[src/rtl/fila_param_if.sv]
// ---------------------------------------------------------------------------
// fila_param_if
// Bundles the producer/consumer side of the fila_param queue.
//   master : drives flush_in, data_in, enqueue_in, dequeue_in and
//            observes data_out, out_valid, len_out and the status flags.
//   slave  : the queue itself (the mirror image of master).
// Signals:
//   flush_in         synchronous clear of contents and error flags
//   data_in          word written on an accepted enqueue
//   enqueue_in       level; a rising edge requests one enqueue
//   dequeue_in       level; a rising edge requests one dequeue
//   data_out         last dequeued word
//   out_valid        one-cycle pulse when data_out was updated by a dequeue
//   len_out          current entry count, 0..DEPTH
//   full_out         queue holds DEPTH entries
//   empty_out        queue holds no entries
//   almost_full_out  len_out >= AF_LEVEL of the attached queue
//   overflow_out     sticky: an enqueue was dropped
//   underflow_out    sticky: a dequeue found the queue empty
// ---------------------------------------------------------------------------
interface fila_param_if #(
    parameter int DATA_W = 8,
    parameter int DEPTH  = 8
);
    localparam int LEN_W = $clog2(DEPTH) + 1;

    logic              flush_in;
    logic [DATA_W-1:0] data_in;
    logic              enqueue_in;
    logic              dequeue_in;
    logic [DATA_W-1:0] data_out;
    logic              out_valid;
    logic [LEN_W-1:0]  len_out;
    logic              full_out;
    logic              empty_out;
    logic              almost_full_out;
    logic              overflow_out;
    logic              underflow_out;

    modport master (
        output flush_in, data_in, enqueue_in, dequeue_in,
        input  data_out, out_valid, len_out, full_out, empty_out,
               almost_full_out, overflow_out, underflow_out
    );

    modport slave (
        input  flush_in, data_in, enqueue_in, dequeue_in,
        output data_out, out_valid, len_out, full_out, empty_out,
               almost_full_out, overflow_out, underflow_out
    );
endinterface

[src/rtl/fila_param.sv]
// ---------------------------------------------------------------------------
// fila_param
// Parametrised circular FIFO for the 10 kHz control domain. Each operation
// is triggered by a rising edge on enqueue_in or dequeue_in; holding a level
// high yields exactly one operation. Enqueue and dequeue may occur together.
// Ports:
//   clock_10KHz  single clock, all state updates on posedge
//   reset        asynchronous, active-low
//   bus          fila_param_if.slave (data, requests, flush, status outputs)
// Parameters:
//   DATA_W    word width
//   DEPTH     entry count, power of two, >= 2
//   AF_LEVEL  almost_full_out threshold on len_out (1..DEPTH)
// ---------------------------------------------------------------------------
module fila_param #(
    parameter int DATA_W   = 8,
    parameter int DEPTH    = 8,
    parameter int AF_LEVEL = 6
) (
    input  logic        clock_10KHz,
    input  logic        reset,
    fila_param_if.slave bus
);
    localparam int PTR_W = $clog2(DEPTH);
    localparam int LEN_W = PTR_W + 1;

    logic [DATA_W-1:0] mem [DEPTH];
    logic [PTR_W-1:0]  head_q, tail_q;
    logic [LEN_W-1:0]  len_q, len_next;
    logic [DATA_W-1:0] data_q;
    logic              valid_q;
    logic              overflow_q, underflow_q;
    logic              enq_q, deq_q;

    logic enq_req, deq_req;
    logic is_full, is_empty;
    logic do_enq, do_deq;

    assign enq_req  = bus.enqueue_in & ~enq_q;
    assign deq_req  = bus.dequeue_in & ~deq_q;
    assign is_full  = (len_q == LEN_W'(DEPTH));
    assign is_empty = (len_q == '0);

    // A full queue still accepts a write when a read happens on the same
    // edge: the read uses the old head, so a slot is freed in time.
    assign do_enq = enq_req & (~is_full | deq_req);
    assign do_deq = deq_req & ~is_empty;

    // NOTE: every combinational output gets a default first so no latch is inferred.
    always_comb begin
        len_next = len_q;
        case ({do_enq, do_deq})
            2'b10:   len_next = len_q + LEN_W'(1);
            2'b01:   len_next = len_q - LEN_W'(1);
            default: len_next = len_q;
        endcase
    end

    // NOTE: storage has no reset; pointers and len_q are reset, so stale
    // words are unreachable and the array can map onto plain RAM.
    always_ff @(posedge clock_10KHz) begin
        if (do_enq && !bus.flush_in) begin
            mem[tail_q] <= bus.data_in;
        end
    end

    // NOTE: sequential state uses non-blocking assignments only, so every
    // register samples pre-edge values regardless of statement order.
    always_ff @(posedge clock_10KHz or negedge reset) begin
        if (!reset) begin
            head_q      <= '0;
            tail_q      <= '0;
            len_q       <= '0;
            data_q      <= '0;
            valid_q     <= 1'b0;
            overflow_q  <= 1'b0;
            underflow_q <= 1'b0;
            enq_q       <= 1'b0;
            deq_q       <= 1'b0;
        end else begin
            // Edge registers track the inputs even during a flush.
            enq_q <= bus.enqueue_in;
            deq_q <= bus.dequeue_in;

            if (bus.flush_in) begin
                head_q      <= '0;
                tail_q      <= '0;
                len_q       <= '0;
                data_q      <= '0;
                valid_q     <= 1'b0;
                overflow_q  <= 1'b0;
                underflow_q <= 1'b0;
            end else begin
                len_q   <= len_next;
                valid_q <= do_deq;

                if (do_enq) begin
                    tail_q <= tail_q + PTR_W'(1);
                end

                if (do_deq) begin
                    data_q <= mem[head_q];
                    head_q <= head_q + PTR_W'(1);
                end else if (deq_req) begin
                    // Dequeue on empty: no bypass from a same-edge enqueue.
                    data_q      <= '0;
                    underflow_q <= 1'b1;
                end

                if (enq_req && is_full && !deq_req) begin
                    overflow_q <= 1'b1;
                end
            end
        end
    end

    assign bus.data_out        = data_q;
    assign bus.out_valid       = valid_q;
    assign bus.len_out         = len_q;
    assign bus.full_out        = is_full;
    assign bus.empty_out       = is_empty;
    assign bus.almost_full_out = (len_q >= LEN_W'(AF_LEVEL));
    assign bus.overflow_out    = overflow_q;
    assign bus.underflow_out   = underflow_q;
endmodule

[src/flat_wrapper.sv]
// flat-port wrapper written by rule: the top's interface ports become plain ports
module fila_param_flat 
#(
    parameter int DATA_W   = 8,
    parameter int DEPTH    = 8,
    parameter int AF_LEVEL = 6
)
  (clock_10KHz, reset, bus_flush_in, bus_data_in, bus_enqueue_in, bus_dequeue_in, bus_data_out, bus_out_valid, bus_len_out, bus_full_out, bus_empty_out, bus_almost_full_out, bus_overflow_out, bus_underflow_out);
  fila_param_if #(.DATA_W(DATA_W), .DEPTH(DEPTH)) bus_i ();
  input  logic clock_10KHz;
  input  logic reset;
  input wire logic [$bits(bus_i.flush_in)-1:0] bus_flush_in;
  input wire logic [$bits(bus_i.data_in)-1:0] bus_data_in;
  input wire logic [$bits(bus_i.enqueue_in)-1:0] bus_enqueue_in;
  input wire logic [$bits(bus_i.dequeue_in)-1:0] bus_dequeue_in;
  output wire logic [$bits(bus_i.data_out)-1:0] bus_data_out;
  output wire logic [$bits(bus_i.out_valid)-1:0] bus_out_valid;
  output wire logic [$bits(bus_i.len_out)-1:0] bus_len_out;
  output wire logic [$bits(bus_i.full_out)-1:0] bus_full_out;
  output wire logic [$bits(bus_i.empty_out)-1:0] bus_empty_out;
  output wire logic [$bits(bus_i.almost_full_out)-1:0] bus_almost_full_out;
  output wire logic [$bits(bus_i.overflow_out)-1:0] bus_overflow_out;
  output wire logic [$bits(bus_i.underflow_out)-1:0] bus_underflow_out;
  assign bus_i.flush_in = bus_flush_in;
  assign bus_i.data_in = bus_data_in;
  assign bus_i.enqueue_in = bus_enqueue_in;
  assign bus_i.dequeue_in = bus_dequeue_in;
  assign bus_data_out = bus_i.data_out;
  assign bus_out_valid = bus_i.out_valid;
  assign bus_len_out = bus_i.len_out;
  assign bus_full_out = bus_i.full_out;
  assign bus_empty_out = bus_i.empty_out;
  assign bus_almost_full_out = bus_i.almost_full_out;
  assign bus_overflow_out = bus_i.overflow_out;
  assign bus_underflow_out = bus_i.underflow_out;
  fila_param #(.DATA_W(DATA_W), .DEPTH(DEPTH), .AF_LEVEL(AF_LEVEL)) u_core (.clock_10KHz(clock_10KHz), .reset(reset), .bus(bus_i));
endmodule
[config.mk]
export PLATFORM = sky130hd
export DESIGN_NAME = fila_param_flat
export DESIGN_NICKNAME = d
export VERILOG_FILES = /design/src/rtl/fila_param_if.sv /design/src/rtl/fila_param.sv /design/src/flat_wrapper.sv
export SDC_FILE = /design/constraint.sdc
export NUM_CORES = 1
export LEC_CHECK = 0
export CAP_MARGIN = 20
export CORE_ASPECT_RATIO = 1.25
export CORE_MARGIN = 2
export CORE_UTILIZATION = 40
export DETAILED_ROUTE_END_ITERATION = 8
export PLACE_DENSITY_LB_ADDON = 0.05
export SLEW_MARGIN = 20
export SYNTH_ARGS = -nofsm -noshare
export SYNTH_HDL_FRONTEND = slang
export SYNTH_SLANG_ARGS = --single-unit
export TNS_END_PERCENT = 50
[constraint.sdc]
create_clock -name clock_10KHz -period 6.89 [get_ports clock_10KHz]
set_clock_uncertainty 0.1 [all_clocks]
set_input_delay 0.689 -clock clock_10KHz [delete_from_list [all_inputs] [get_ports clock_10KHz]]
set_output_delay 0.689 -clock clock_10KHz [all_outputs]
set_load 0.01 [all_outputs]
# Word-level counts from Yosys, hierarchy flattened

Memories as Yosys holds them, arrays and structs flattened.
Cells that the tools add are included.

Bits in registers: 23
Bits in writable memories: 64
Input port bits: 13
Output and inout port bits: 18
Logic and storage cells: 58
Memories: 1

Add/subtract/negate cells: 4
$lt $le $gt $ge: 1
Eq/ne operators: 4
Multiplexer cells: 17
Bitwise logic cells: 9
Reductions and logical operators: 13

Memories:

| name       | depth | width | rd ports | clocked after Yosys merged registers in | write ports | line             | text |
|---|---|---|---|---|---|---|---|
| u_core.mem | 8     | 8     | 1        | 0                                       | 1           | fila_param.sv:27 | `logic [DATA_W-1:0] mem [DEPTH];` |

Operator list:

| operator              | number |
|---|---|
| $mux W8               | 3 |
| $mux W3               | 4 |
| $mux W1               | 8 |
| $pmux W4 S2           | 1 |
| $reduce_bool A2 Y1    | 4 |
| $add A3 B1 Y3 const B | 2 |
| $reduce_bool A3 Y1    | 2 |
| $add A4 B1 Y4 const B | 1 |
| $and A1 B1 Y1         | 4 |
| $eq A4 B4 Y1 const B  | 1 |
| $ge A4 B3 Y1 const B  | 1 |
| $logic_not A4 Y1      | 1 |
| $mux W4               | 1 |
| $not A1 Y1            | 4 |
| $sub A4 B1 Y4 const B | 1 |
| $logic_and A1 B1 Y1   | 3 |
| $eq A2 B1 Y1 const B  | 1 |
| $eq A2 B2 Y1 const B  | 1 |
| $logic_not A1 Y1      | 2 |
| $ne A2 B2 Y1 const B  | 1 |
| $reduce_and A2 Y1     | 1 |
| $or A1 B1 Y1          | 1 |

# Depth between registers and ports, before layout

Depth in word-level cells: 7
Gate-level depth with buffers: 9
Depth with buffers taken out: 8

# Least setup slack after synthesis

No wires, ideal clock.

Kind: input port to flip-flop
From: in bus_enqueue_in
To: mem u_core.mem[0][0] (enable)
Setup time: 383 ps
Data arrival time: 2115 ps
Data required time: 6407 ps
Setup slack: 4291 ps
Cell stages on the path: 4
Path buffers: 0
Cell sequence: and2b_1 > o31ai_4 > or3_1 > nor3_1

Longest elaborated chain between the ends: 5

Ends and longest elaborated chain:

| item                          | line               | text |
|---|---|---|
| start, declared               | flat_wrapper.sv:14 | `input wire logic [$bits(bus_i.enqueue_in)-1:0] bus_enqueue_in;` |
| $and A1 B1 Y1                 | fila_param.sv:39   | `assign enq_req = bus.enqueue_in & ~enq_q;` |
| $and A1 B1 Y1                 | fila_param.sv:46   | `assign do_enq = enq_req & (~is_full \| deq_req);` |
| $logic_and A1 B1 Y1           | fila_param.sv:62   | `if (do_enq && !bus.flush_in) begin` |
| $mux W1                       | fila_param.sv:62   |  |
| $mux W1 (implied by the code) | fila_param.sv:63   | `mem[tail_q] <= bus.data_in;` |
| end, declared                 | fila_param.sv:27   |  |

No other way between the ends.

# Worst setup path in the final report

From: in bus_enqueue_in
To: mem u_core.mem[4][6] (enable)

The elaborated chain is that of the path after synthesis.

==> impl_metrics.yaml <==
sta:
  final-hold-violation-count: 0
  hold_ws_ns: 0.222
  maxSlewViolCount: 0
  clock.fmax_mhz: 333
  finalCriticalPeriod_ns: 3.00
  setup_viol: 0
  tightest_slew_ns: 0.951
  period_share: 0.435
  fin_tns_setup_ns: 0
  rsz0062_at_grt: "no"
  slew_headroom: 0.363
drt:
  wl_met1_um: 2720
  wire_per_inst_um: 18.1
  ant_nets: 0
  top_layer: "met4"
  drc: 0
  wl_um: 6620
  initialDrtViolationCount: 165
  dr_wl_met2_um: 3530
  met3WireLength_um: 238
  drt-pass1-iter-count: 4
  vias: 1840
  via_per_inst: 5.04
cells_and_area:
  drive_above_1_share: 0.176
  fillers: 774
  nNetsFinal: 257
  finalInstanceArea_mm2: 0.00418
  area_growth_pct: 17.7
  diodes: 0
clock_tree:
  cts_root_buf: "clkbuf_8"
  clock_latency_ns: 0.34
  postCtsSetupBuffers: 0
  clk_pin_slew_ns: 0.08
  post_cts_resized: 0
  cts_hold_buf: 0
  ctsHtreeMaxLevel: 3
  cts_tree: "done"
  cts.path.max_buffers: 2
  numCtsBuffers: 9
  numClockSinks: 87
critical_path:
  cp_slowest_cell: "nor2_1"
  slowest_delay_ns: 0.75
  worstPathCellList: "clkdlybuf4s50_1 -> and2b_1 -> o31ai_4 -> or3_1 -> nor2_1"
  crit_arrival_ns: 2.87
  crit_required_ns: 6.76
  cp_top_family: "simple AND/OR/NAND/NOR gates"
  critPathKind: "in -> reg"
  start_kind: "input port"
  critical_path_buf_inv_count: 1
  crit_fanout: 8
  crit_path_end_kind: "register"
place:
  portBuffers: 30
  place.gp.congestion: 0.897
  placed_area_mm2: 0.00396
  dpl.hpwl_um: 4540
die:
  dieArea_mm2: 0.00965
  ios: 31
  die_y_um: 109
  core.rowCount: 38
  start_util: 0.410
  fp.dieW_um: 88.3
  core_mm2: 0.00865
power_and_ir_drop:
  power.total_mw: 1.07
  p_seq_frac: 0.552
  vdd_drop_max_mv: 0.146
  switching_share: 0.232
  switching_power_mw: 0.248
  p_int_mw: 0.823
  pwr-share-comb: 0.100
  power.leakage_nw: 1.44
  clkPwrFrac: 0.348
  p_per_area_mw_per_mm2: 256
synth:
  synth_top_family_by_area: "multiplexers"
  synth_cell_types: 33
  synth.mux.area_fraction: 0.142
  synth_area_leaders: "edfxtp_1 (54%), dfrtp_1 (16%), mux4_2 (10%)"
  ys_seq_elements: 87
  synth-compound-area-share: 0.0359
  synth_top_cell_area_share: 0.541
  synthCells: 208
  synth_simple_gate_area_share: 0.0715
  yosysMostFrequentCell: "edfxtp_1"
  ys_seq_area_frac: 0.703
  synth_area_mm2: 0.00355
  synth-edff-count: 64
  synth_ff_type: "edfxtp_1"
  ys_warn_count: 0
  synth.net_count: 225
  async_reset_ff_frac: 0.264
  synth-xor-area-share: 0.0173
  synth_common_cells: "edfxtp_1 (64), nor2_1 (25), dfrtp_1 (23), mux4_2 (16)"
  syn_area_per_cell_um2: 17.1
  synth_top_area_cell: "edfxtp_1"
  synthAdderAreaFrac: 0.0141
global_routing:
  grt_util_all_layers: 0.151
  grt_overflow: 0
  antenna_found_initial: 0
  grt_pass1_wl_um: 10500
  grt_max_degree: 24
  grt_pass1_vias: 1956
flow_run:
  max-cap-violations: 0
run_status:
  status: "finished, final reports clean"
hold_path:
  hp-class: "in -> async"
==> cell families (layout without fill, tap and decap cells) <==
| group | count (synthesis) | after routing |
|---|---|---|
| AO/OA/AOI/OAI | 17 | 17 |
| XOR/XNOR | 7 | 7 |
| adder cells (fa/ha/maj) | 4 | 4 |
| buffers and inverters | 12 | 49 |
| flip-flops | 87 | 87 |
| multiplexers | 30 | 30 |
| AND/OR/NAND/NOR | 51 | 51 |
==> state kept, by name, summed over array words and instances (netlist names) <==
register	count
u_core.bus.underflow_out	1
u_core.enq_q	1
u_core.deq_q	1
u_core.bus.out_valid	1
u_core.head_q	3
u_core.mem	64
u_core.tail_q	3
u_core.bus.len_out	4
u_core.bus.data_out	8
u_core.bus.overflow_out	1
==> per-stage QoR <==
step / util / setup slack [ns] / instances
floorplan: - / 4.29 / 208
global placement: 0.457 / 3.47 / 349
detailed placement: 0.458 / 3.28 / 349
CTS: 0.483 / 3.65 / 365
global route: 0.483 / 3.76 / 365
finish: 0.483 / 3.89 / 365
==> power by group through the flow <==
| stage | registers [mW] | clock network [mW] | logic (mW) |
|---|---|---|---|
| floorplan | 0.596 | 0 | 0.0721 |
| global placement | 0.603 | 0 | 0.106 |
| detailed placement | 0.604 | 0 | 0.109 |
| CTS | 0.592 | 0.381 | 0.109 |
| global route | 0.595 | 0.403 | 0.117 |
| finish | 0.591 | 0.372 | 0.108 |
==> placed cells by master, fill, tap and decap left out, drive strengths merged, types with 4 or more instances in the layout <==
| cell | count |
|---|---|
| dfrtp | 23 |
| xor2 | 4 |
| nor2 | 25 |
| ha | 4 |
| clkbuf | 11 |
| mux2i | 13 |
| clkdlybuf4s50 | 29 |
| nand2 | 13 |
| o21ai | 8 |
| edfxtp | 64 |
| mux4 | 16 |
| inv | 5 |
| nand2b | 4 |
==> final cells by class <==
cell class                      instances  area, µm²  share of cell area
Sequential cell                        87       2500               0.598
Multi-Input combinational cell        109       1010               0.241
Timing Repair Buffer                   30        295              0.0707
Clock buffer                           11        153              0.0365
Tap cell                              120        150              0.0359
Clock inverter                          5       62.6              0.0150
Inverter                                3       11.3             0.00269
==> worst paths after layout <==
check | from | end | slack [ns] | cells after the start
setup / recovery | bus_enqueue_in | u_core.mem[4][6] | 3.89 | 5
hold / removal | reset | u_core.bus.data_out[6] | 0.22 | 1
setup reg to reg | u_core.enq_q | u_core.mem[4][6] | 4.30 | 4
hold reg to reg | u_core.bus.data_out[2] | u_core.bus.data_out[2] | 0.39 | 2
max in group asynchronous | reset | u_core.head_q[0] | 6.08 | 1
min in group clock_10KHz | u_core.bus.data_out[2] | u_core.bus.data_out[2] | 0.39 | 2
==> routing by layer <==
layer	vias up	track usage
met5	-	0
met4	0	0.0649
met3	10	0.0255
met2	48	0.267
met1	936	0.181
li1	846	-
Note: power is estimated with default switching activity, not from simulation.
